## src/rtl/common_pkg.sv

```systemverilog
// Shared types for the CLIC scheduler: table entry layout, scheduler states
// and the eligibility rule used by the priority search.
package common_pkg;

    localparam int NR_INDEX_BITS = 4;
    localparam int NR_PRIO_BITS  = 3;

    typedef logic [NR_INDEX_BITS-1:0] Index;
    typedef logic [NR_PRIO_BITS-1:0]  Prio;

    typedef struct packed {
        logic pending;
        logic enable;
        Prio  prio;
    } TableEntry;

    typedef enum logic [1:0] {
        IDLE    = 2'd0,
        OFFER   = 2'd1,
        CLAIMED = 2'd2
    } SchedState;

    // Priority 0 can never exceed any level, so it never interrupts.
    function automatic logic is_eligible(input TableEntry e, input Prio level);
        return e.pending && e.enable && (e.prio > level);
    endfunction

endpackage

```

## src/rtl/clic_select.sv

```systemverilog
// Combinational masked maximum search: highest-priority eligible entry above
// the running level, lowest index on a tie.
module clic_select
    import common_pkg::*;
#(
    parameter int N = 2 ** NR_INDEX_BITS
) (
    input  TableEntry i_table [N],
    input  Prio       i_level,
    output logic      o_found,
    output Index      o_index,
    output Prio       o_prio
);

    logic w_found;
    Index w_index;
    Prio  w_prio;

    always_comb begin
        w_found = 1'b0;
        w_index = '0;
        w_prio  = '0;
        // Strict greater-than while scanning upward keeps the lowest index on a tie.
        for (int i = 0; i < N; i++) begin
            if (is_eligible(i_table[i], i_level) && (!w_found || (i_table[i].prio > w_prio))) begin
                w_found = 1'b1;
                w_index = Index'(i);
                w_prio  = i_table[i].prio;
            end
        end
    end

    assign o_found = w_found;
    assign o_index = w_index;
    assign o_prio  = w_prio;

endmodule

```

## src/rtl/clic_scheduler.sv

```systemverilog
// CLIC interrupt scheduler: entry table, nested level stack and a registered
// valid/ready claim offer toward the core.
module clic_scheduler
    import common_pkg::*;
#(
    parameter  int NEST_DEPTH = 4,
    localparam int N          = 2 ** NR_INDEX_BITS,
    localparam int DEPTH_W    = $clog2(NEST_DEPTH + 1)
) (
    input  logic               clk,
    input  logic               reset,
    input  logic [N-1:0]       irq_src,
    input  logic               cfg_we,
    input  Index               cfg_index,
    input  Prio                cfg_prio,
    input  logic               cfg_enable,
    input  logic               cfg_pending_clr,
    output logic               irq_valid,
    output Index               irq_index,
    output Prio                irq_prio,
    input  logic               irq_ready,
    input  logic               irq_complete,
    output Prio                level,
    output logic [DEPTH_W-1:0] depth,
    output SchedState          dbg_state
);

    // Handshake: an offer is taken in any cycle where irq_valid and irq_ready
    // are both high; irq_index/irq_prio are stable registers for that cycle,
    // and the offer may be withdrawn or upgraded while irq_ready is low.

    localparam int                 SP_W = (NEST_DEPTH > 1) ? $clog2(NEST_DEPTH) : 1;
    localparam logic [DEPTH_W-1:0] FULL = DEPTH_W'(NEST_DEPTH);

    TableEntry           r_table [N];
    Prio                 r_stack [NEST_DEPTH];
    Prio                 r_level;
    logic [DEPTH_W-1:0]  r_depth;
    SchedState           r_state;
    logic                r_valid;
    Index                r_index;
    Prio                 r_prio;

    logic                w_found;
    Index                w_index;
    Prio                 w_prio;
    logic                w_full;
    logic                w_claim;
    logic                w_pop;
    logic [SP_W-1:0]     w_push_sp;
    logic [SP_W-1:0]     w_pop_sp;

    clic_select #(.N(N)) u_select (
        .i_table (r_table),
        .i_level (r_level),
        .o_found (w_found),
        .o_index (w_index),
        .o_prio  (w_prio)
    );

    assign w_full    = (r_depth == FULL);
    assign w_claim   = r_valid & irq_ready;
    assign w_pop     = irq_complete & (r_depth != '0);
    assign w_push_sp = SP_W'(r_depth);
    assign w_pop_sp  = SP_W'(r_depth - 1'b1);

    always_ff @(posedge clk) begin
        if (reset) begin
            for (int i = 0; i < N; i++) begin
                r_table[i] <= '0;
            end
            for (int k = 0; k < NEST_DEPTH; k++) begin
                r_stack[k] <= '0;
            end
            r_level <= '0;
            r_depth <= '0;
            r_state <= IDLE;
            r_valid <= 1'b0;
            r_index <= '0;
            r_prio  <= '0;
        end else begin
            for (int i = 0; i < N; i++) begin
                if ((w_claim && (r_index == Index'(i))) ||
                    (cfg_we && cfg_pending_clr && (cfg_index == Index'(i)))) begin
                    r_table[i].pending <= 1'b0;
                end
                // Later assignment wins: a new event beats a same-cycle clear.
                if (irq_src[i]) begin
                    r_table[i].pending <= 1'b1;
                end
                if (cfg_we && (cfg_index == Index'(i))) begin
                    r_table[i].enable <= cfg_enable;
                    r_table[i].prio   <= cfg_prio;
                end
            end

            // Claim plus complete: the pushed level equals the popped one, so the stack is untouched.
            if (w_claim && w_pop) begin
                r_level <= r_prio;
            end else if (w_claim && !w_full) begin
                r_stack[w_push_sp] <= r_level;
                r_level            <= r_prio;
                r_depth            <= r_depth + 1'b1;
            end else if (w_pop) begin
                r_level <= r_stack[w_pop_sp];
                r_depth <= r_depth - 1'b1;
            end

            case (r_state)
                IDLE: begin
                    if (w_found && !w_full) begin
                        r_state <= OFFER;
                        r_valid <= 1'b1;
                        r_index <= w_index;
                        r_prio  <= w_prio;
                    end
                end
                OFFER: begin
                    if (w_claim) begin
                        r_state <= CLAIMED;
                        r_valid <= 1'b0;
                    end else if (!w_found || w_full) begin
                        r_state <= IDLE;
                        r_valid <= 1'b0;
                    end else begin
                        r_index <= w_index;
                        r_prio  <= w_prio;
                    end
                end
                CLAIMED: begin
                    r_state <= IDLE;
                    r_valid <= 1'b0;
                end
                default: begin
                    r_state <= IDLE;
                    r_valid <= 1'b0;
                end
            endcase
        end
    end

    assign irq_valid = r_valid;
    assign irq_index = r_index;
    assign irq_prio  = r_prio;
    assign level     = r_level;
    assign depth     = r_depth;
    assign dbg_state = r_state;

endmodule

```

## config.mk

```make
export PLATFORM = sky130hd
export DESIGN_NAME = clic_scheduler
export DESIGN_NICKNAME = d
export VERILOG_FILES = /design/src/rtl/common_pkg.sv /design/src/rtl/clic_select.sv /design/src/rtl/clic_scheduler.sv
export SDC_FILE = /design/constraint.sdc
export NUM_CORES = 1
export LEC_CHECK = 0
export ABC_AREA = 1
export BUFFER_PORTS_ARGS = -buffer_cell sky130_fd_sc_hd__buf_4
export CAP_MARGIN = 15
export CORE_MARGIN = 5
export CORE_UTILIZATION = 40
export CTS_BUF_LIST = sky130_fd_sc_hd__clkbuf_8 sky130_fd_sc_hd__clkbuf_16
export CTS_CLUSTER_DIAMETER = 40
export DETAILED_ROUTE_END_ITERATION = 8
export GPL_TIMING_DRIVEN = 0
export HOLD_SLACK_MARGIN = 0.03
export PLACE_DENSITY_LB_ADDON = 0.05
export SYNTH_ARGS = -nofsm -noshare
export SYNTH_HDL_FRONTEND = slang
export SYNTH_SLANG_ARGS = --single-unit
```

## constraint.sdc

```tcl
create_clock -name clk -period 17.8 [get_ports clk]
set_input_delay 0 -clock clk [delete_from_list [all_inputs] [get_ports clk]]
set_output_delay 0 -clock clk [all_outputs]
set_load 0.05 [all_outputs]
```

==> metrics list, run 1 <==
- Max-slew violation count: 0
- From bottom edge to top edge, the die measures between 100 and 150 um.
* Area of all placed cells without fillers: 9064 um2
* Ant diodes: 0
- Number of nets produced by synthesis: ~1200
* Critical hold path startpoint: cfg_enable
* DRC viols: 0
* Power density over the cells: 94.24 nW/um2
* Area growth from synthesis to final layout: 24.34%
* Worst path required time: roughly 18000 ps
* Core area: 17960 um2
- Gr ovfl total: 0
- Based on the critical path, the design can be clocked at up to 0.06048 GHz.
- Maximum level of the CTS H-tree: 3
* Pin count of the biggest net entering global routing: 19
* Gp weighted congestion: ~0.84
- Along the worst path, the maximum fanout reaches 8.
* Number of nets at the end of the flow: approximately 1300
- Max Root-Sink Buffers: 2
* Main synth FF type: sky130_fd_sc_hd__dfxtp_1
* Wire length on met2: 10860 um
* Clock slew seen by the registers of the worst setup and hold paths: roughly 80 ps
- The first routing iteration left 297 violations.
* Number of standard-cell rows in the floorplan: 49
- At the pin with the least slew margin, the transition time is roughly 830 ps.
- The worst hold path belongs to the class in2reg.
- Final clock period utilization by the worst path: 0.9288
* Insertion delay of the later-clocked pin in the worst-skew pair: about 350 ps
* Count of input and output buffers: 43
- The worst register-to-register path begins at level[2]$_SDFFE_PP0P_.
* Kind of cell with the highest combined delay on the critical path: simple AND/OR/NAND/NOR gates
- Summed instance area of the synthesized netlist: between 7000 and 8000 um2
* Max incr delay on CP: about 380 ps
- TritonCTS created 9 clock buffers.
- Worst-case setup margin in the final layout: approximately 1300 ps
- Wire length of the first global-routing pass: between 30000 and 40000 um
- The endpoint identified for the worst register-to-register timing path is irq_index[2]$_SDFFE_PP0P_.
- Summing all placed instances gives a cell area of ~7900 um2.
- For this configuration, the core starts out at a cell density of 0.4058.
- Counting I/O delays and the setup requirement, the final critical path takes between 15000 and 20000 ps.
- Most frequent standard cell in the layout excluding fill and tap cells: sky130_fd_sc_hd__nand2_1
- STA classifies the critical path startpoint as a flop.
- After synthesis, the share of flip-flops with an asynchronous set or reset is 0.
- Synthesis produced a netlist whose cell count is about 1000.
- At the placement stage, the worst setup path has a slack of -1747 ps.
- CTS sink count: ~110
- Dividing the detail-routed wire length by the instance count gives 16.68 um.
* 1st-pass router iterations: 4
- The critical path is of the reg2reg type.
* Initial antenna violation count: 0
* Post-synth EDFFs: 12
* Commonest cells after routing, fill and taps aside: 189 x sky130_fd_sc_hd__nand2_1, 120 x sky130_fd_sc_hd__inv_1, 104 x sky130_fd_sc_hd__a21oi_1
- Once detail routing completed, the nets flagged for antenna violations numbered 0.
- Boundary Pins: between 40 and 50
- Synthesis warning total: 0
- Leaving out filler cells and counting taps, the final layout contains around 1400.
- The average instance in the mapped netlist occupies approximately 7.0 um2.
- Clock tree synthesis selected as its root buffer the cell sky130_fd_sc_hd__clkbuf_16.
- Max-cap violations in this run came to 0.
- Final setup violation count: 0
* Overall global routing resource usage: 0.2126
- Of the cells placed in the final design, the portion with a size suffix greater than 1 is 0.1863.
* Worst Path Buf+Inv: 18
- Reg2reg path depth: between 100 and 150
* Outcome: completed
- TritonCTS clock tree: done
* Crit path arrival time: 16800 ps
- After synthesis the netlist holds a flip-flop and latch count of roughly 110.
- Endpoint kind of the worst setup timing path: flop
* Worst Setup SP: level[2]$_SDFFE_PP0P_
* Cell type of the slowest stage on the worst timing path: sky130_fd_sc_hd__dfxtp_4
- Detailed placement finished with a half-perimeter wire length of between 15000 and 20000 um.
- Sequential fraction of the synthesis area: 0.3103
* Cell repeated most along the worst path: sky130_fd_sc_hd__nand2_1
- Area enclosed by the die boundary: 21020 um2
* Max layer used: met4
- Headroom to the max-slew limit came out at 0.4433.
* Worst setup path endpoint: irq_index[2]$_SDFFE_PP0P_
* Worst-case register-to-register setup slack: 1270 ps
- The final hold violation count was 0.
- After detailed routing, the total wire length is around 23000 um.
- Summed over all cells, the static leakage comes to roughly 4.1 nW.
* Number of cells on the critical path: 144
- Yosys mapped the design onto 35 distinct sky130hd cell types.
- Using the TritonRoute via totals, the vias-per-cell ratio works out to 5.169.
- Die outline width: ~140 um
- Detailed-route wire length on metal 1: around 11000 um
* Detailed route wirelength on metal3: ~730 um
- Final setup skew: around 11 ps
- After detailed placement, the design holds a cell count of about 1300.
* Number of global-route vias before repair: approximately 6700
- IR Drop Worst-Case VDD: between 0.07 and 0.08 mV
- Total vias in the final route: 7149
-- tightest hold or removal path: stages --
cell,delay [ps]
sky130_fd_sc_hd__buf_4,150
sky130_fd_sc_hd__o21ai_0,90
sky130_fd_sc_hd__a21oi_1,100
-- synth_stat cells (3+ instances only) --
cell,n,area share
sky130_fd_sc_hd__nand2_1,207,0.11
sky130_fd_sc_hd__inv_1,126,0.065
sky130_fd_sc_hd__a21oi_1,107,0.073
sky130_fd_sc_hd__nand3_1,99,0.068
sky130_fd_sc_hd__dfxtp_1,95,0.26
sky130_fd_sc_hd__o21ai_0,93,0.064
sky130_fd_sc_hd__ha_1,90,0.15
sky130_fd_sc_hd__nor2_1,79,0.041
sky130_fd_sc_hd__nand2_2,23,0.020
sky130_fd_sc_hd__clkbuf_1,21,0.011
sky130_fd_sc_hd__o21ai_1,20,0.014
sky130_fd_sc_hd__edfxtp_1,12,0.049
sky130_fd_sc_hd__nand3_2,10,0.014
sky130_fd_sc_hd__nand4_1,9,0.0077
sky130_fd_sc_hd__a211oi_1,8,0.0082
sky130_fd_sc_hd__and2_1,7,0.0060
sky130_fd_sc_hd__nor3_1,7,0.0048
sky130_fd_sc_hd__a221oi_1,3,0.0036
sky130_fd_sc_hd__a311oi_1,3,0.0036
sky130_fd_sc_hd__nand2_4,3,0.0046
sky130_fd_sc_hd__nor2_2,3,0.0026
-- flip-flops by register name, indices dropped and copies added (netlist names) --
register and cells:
r_table 80, irq_index 4, irq_prio 3, level 3
r_stack 12, depth 3, dbg_state 2
-- cell type report --
type                       count  area, um2
fill                        1858       8900
multi-input combinational    785       4862
sequential                   107       2273
timing repair buffer          93      745.7
inverter                     129      496.7
tap                          229      286.5
clock buffer                   9      225.2
buffer                        22      86.33
clock inverter                 7      77.57
timing repair inverter         2      10.01
-- worst min-delay path by stage --
stage	end	depth (start not counted)
2_1_floorplan	r_table[14]$_SDFFE_PP0P_	2
3_3_place_gp	r_table[79]$_SDFFE_PP0P_	3
3_5_place_dp	r_table[4]$_SDFFE_PP0P_	3
4_1_cts	r_table[68]$_SDFFE_PP0P_	3
5_1_grt	r_table[73]$_SDFFE_PP0P_	3
6_report	r_table[63]$_SDFFE_PP0P_	3
-- where the power goes --
group | switching (mW) | internal, mW
registers | 0.0169 | 0.261
logic | 0.236 | 0.134
clock network | 0.0958 | 0.110
total | 0.349 | 0.506
-- stage by stage --
stage | setup TNS (ps) | utilization | hold WS, ps | power (mW)
2_1_floorplan | 0 | - | 134.0 | 0.5196
3_3_place_gp | -9465 | 0.4397 | 272.8 | 0.6147
3_5_place_dp | -10540 | 0.4397 | 274.5 | 0.6175
4_1_cts | 0 | 0.4762 | 34.29 | 0.8463
5_1_grt | -545.2 | 0.5046 | 58.43 | 0.9224
6_report | 0 | 0.5046 | 37.59 | 0.8542
-- cell families after synthesis --
logic type | count (synthesis) | synth area share
buffers and inverters | 151 | 0.07827
and+or+nand+nor | 450 | 0.2774
DFF | 107 | 0.3103
AOI/OAI and AO/OA | 245 | 0.1795
adders and majority gates | 90 | 0.1545
-- timing repair --
action | 4_1_cts | 5_1_grt
setup buffers | 9 | 22
pin swaps | 4 | 34
hold buffers | 19 | 0
hold endpoints to repair | 21 | 0
cloned | 2 | 0
resized for setup | 29 | 86
setup endpoints to repair | 7 | 7
-- per-layer routing --
layer,up-vias,global-route usage
met5,-,0
met4,0,0.04802
met3,24,0.02744
met2,121,0.3568
met1,3265,0.2922
li1,3739,-
No activity file was read; power rests on OpenSTA's default activity.
==> run 2: changes to the inputs <==
--- a/config.mk
+++ b/config.mk
@@ -14,7 +14,7 @@
 export CTS_CLUSTER_DIAMETER = 40
 export DETAILED_ROUTE_END_ITERATION = 8
 export GPL_TIMING_DRIVEN = 0
-export HOLD_SLACK_MARGIN = 0.03
+export HOLD_SLACK_MARGIN = 0.15
 export PLACE_DENSITY_LB_ADDON = 0.05
 export SYNTH_ARGS = -nofsm -noshare
 export SYNTH_HDL_FRONTEND = slang
==> metrics list, run 2 (synthesized netlist as in run 1, its figures left out) <==
- DRT Wirelength: approximately 23000 um
- After detailed routing, the number of remaining DRC violations is 0.
- The total overflow left after global routing is 0.
- Detailed-route wire length on metal 1: roughly 11000 um
- Starting density of the core: 0.4058
- Number of nets at the end of the flow: ~1300
* Placed standard-cell area: just under 8000 um2
* Final Total Pwr: 855.9 uW
* Area enclosed by the die boundary: around 21000 um2
- Outcome: completed
- Max incr delay on CP: 380 ps
- 1st-pass router iterations: 5
* Final clock period utilization by the worst path: 0.9280
- The library cells used most frequently in the layout, excluding fill and tap cells, are 189 x sky130_fd_sc_hd__nand2_1, 120 x sky130_fd_sc_hd__inv_1, 104 x sky130_fd_sc_hd__a21oi_1.
- The max-slew violation count was 0.
* HPWL after detailed placement: 16820 um
- Post-layout instance count excluding filler cells: around 1400
- The worst hold path belongs to the class in2reg.
- Of all nets on the critical path, the largest fanout is 8.
- Final setup skew: about 12 ps
- For this block, the initial DRC count from the detailed router was 328.
* Worst slew pin tran: slightly above 800 ps
- Number of global-route vias before repair: between 6000 and 7000
* Clock slew seen by the registers of the worst setup and hold paths: about 80 ps
- Final min period: approximately 17000 ps
- IR Drop Worst-Case VDD: around 0.084 mV
* Remaining antenna violation count after routing: 0
- For this run, the total global-route usage over all layers was measured as 0.2134.
- TritonCTS clock tree: done
* Wire length of the first global-routing pass: between 30000 and 40000 um
- Clock tree synthesis inserted a total of 9 buffers.
* Total vias in the final route: 7200
- Boundary Pins: 46
* Post-detailed-route wirelength per cell: ~17 um
- The die is about 140 um wide.
- In this run the core area contains between 40 and 50 standard-cell rows.
- R2r startpoint: level[2]$_SDFFE_PP0P_
- Fill cells: 1854
- Core area: around 18000 um2
- Maximum level of the CTS H-tree: 3
- By startpoint and endpoint, the worst setup path is classified as reg2reg.
- Measured against its own limit, the worst slew margin works out to 0.4422.
- Layout cell share with drive strength beyond 1: 0.1853
- Worst-case setup margin in the final layout: around 1300 ps
- Endpoint kind of the worst setup timing path: flop
- Area growth from synthesis to final layout: 25.16%
- Count of input and output buffers: 43
- The initial antenna violation count came to 0.
- Ranked by flip-flop count, first place goes to r_table.
- Cell type of the slowest stage on the worst timing path: sky130_fd_sc_hd__dfxtp_4
- STA puts the critical path data arrival time at around 17000 ps.
- Insertion delay of the later-clocked pin in the worst-skew pair: between 300 and 400 ps
* Area taken by flip-flops and latches: around 2300 um2
- The cell sitting at the root of the clock tree is a sky130_fd_sc_hd__clkbuf_16.
- Summing all multi-input logic gate instances after layout gives just under 5000 um2.
- The congestion estimate from routability-driven global placement came to ~0.84.
- Wire length on met2: roughly 11000 um
- Worst Setup SP: level[2]$_SDFFE_PP0P_
- Most frequent standard cell in the layout excluding fill and tap cells: sky130_fd_sc_hd__nand2_1
- The worst setup path is launched from a flop.
- CTS sink count: about 110
* Worst slack after detailed placement: -1747 ps
* Post-DR vias/cell: ~5.2
- Max reg flops: 80
- Timing would allow up to 0.06054 GHz.
- The number of placed instances, taps included, is 1315.
- Leakage power: roughly 4.1 nW
- The number of antenna diodes in the final layout is 0.
* Max layer used: met4
- Area of all placed cells without fillers: slightly above 9000 um2
- The routed design uses between 700 and 800 um of met3 wire.
* Number of hold violations in the final report: 0
- In this run the deepest clock path goes through 2 buffers.
- Across the run, the number of max-cap violations was 0.
* Die Span Y: roughly 140 um
* Cell repeated most along the worst path: sky130_fd_sc_hd__nand2_1
- Pin count of the biggest net entering global routing: 19
* Power density over the cells: 93.80 nW/um2
* Final setup violation count: 0
* Worst path required time: between 15000 and 20000 ps
- Critical hold path startpoint: cfg_index[3]
==> run 2: changes by cell type in the layout (fill, tap and decap cells not counted), sizes merged <==
cell / delta
dlygate4sd3: +6
==> run 2: layout make-up <==
class,instances,area share
sequential,107,0.2492
timing repair inverter,2,0.001097
buffer,22,0.009462
clock buffer,9,0.02468
clock inverter,7,0.008502
inverter,129,0.05444
timing repair buffer,99,0.08832
multi-input combinational,785,0.5329
tap,229,0.03140
==> run 2: final timing paths <==
check / end / slack, ps / cells after the start
min: r_table[51]$_SDFFE_PP0P_ / 180 / 6
max reg2reg: irq_index[2]$_SDFFE_PP0P_ / 1280 / 144
max: irq_index[2]$_SDFFE_PP0P_ / 1280 / 144
min reg2reg: r_table[78]$_SDFFE_PP0P_ / 450 / 2
==> run 2: through the flow <==
stage                     hold WS (ps)    util  setup TNS [ps]
after floorplan                  134.0       -               0
after global placement           272.8  0.4397           -9465
after detailed placement         274.5  0.4397          -10540
after CTS                        170.7  0.4796               0
after global routing             203.7  0.5079          -545.4
final                            177.6  0.5079               0
==> run 2: report_power, final <==
part           internal, mW  leakage, nW  switching (mW)  total (mW)
registers             0.261        0.900          0.0169       0.278
logic                 0.135         3.08           0.237       0.372
clock network         0.110        0.151          0.0959       0.206
total                 0.507         4.13           0.349       0.856
==> run 2: routing by layer <==
layer | vias to the layer above | track usage
met5 | - | 0
met4 | 0 | 0.04802
met3 | 25 | 0.02806
met2 | 124 | 0.3586
met1 | 3294 | 0.2926
li1 | 3757 | -
==> run 2: critical path, delay by kind of cell (launching register included) <==
family | cells | cell delay [ps]
AOI/OAI and AO/OA | 35 | 3990
adders and majority gates | 16 | 4360
buffers and inverters | 18 | 1360
DFF | 1 | 380
and+or+nand+nor | 75 | 6320
==> run 2: what timing repair did <==
| item | in CTS | in global routing |
|---|---|---|
| gates cloned | 2 | 0 |
| gates resized for setup | 29 | 86 |
| hold endpoints to repair | 50 | 0 |
| hold buffers | 25 | 0 |
| endpoints found under the setup margin | 7 | 7 |
| pin swaps | 4 | 34 |
| buffers inserted | 9 | 22 |
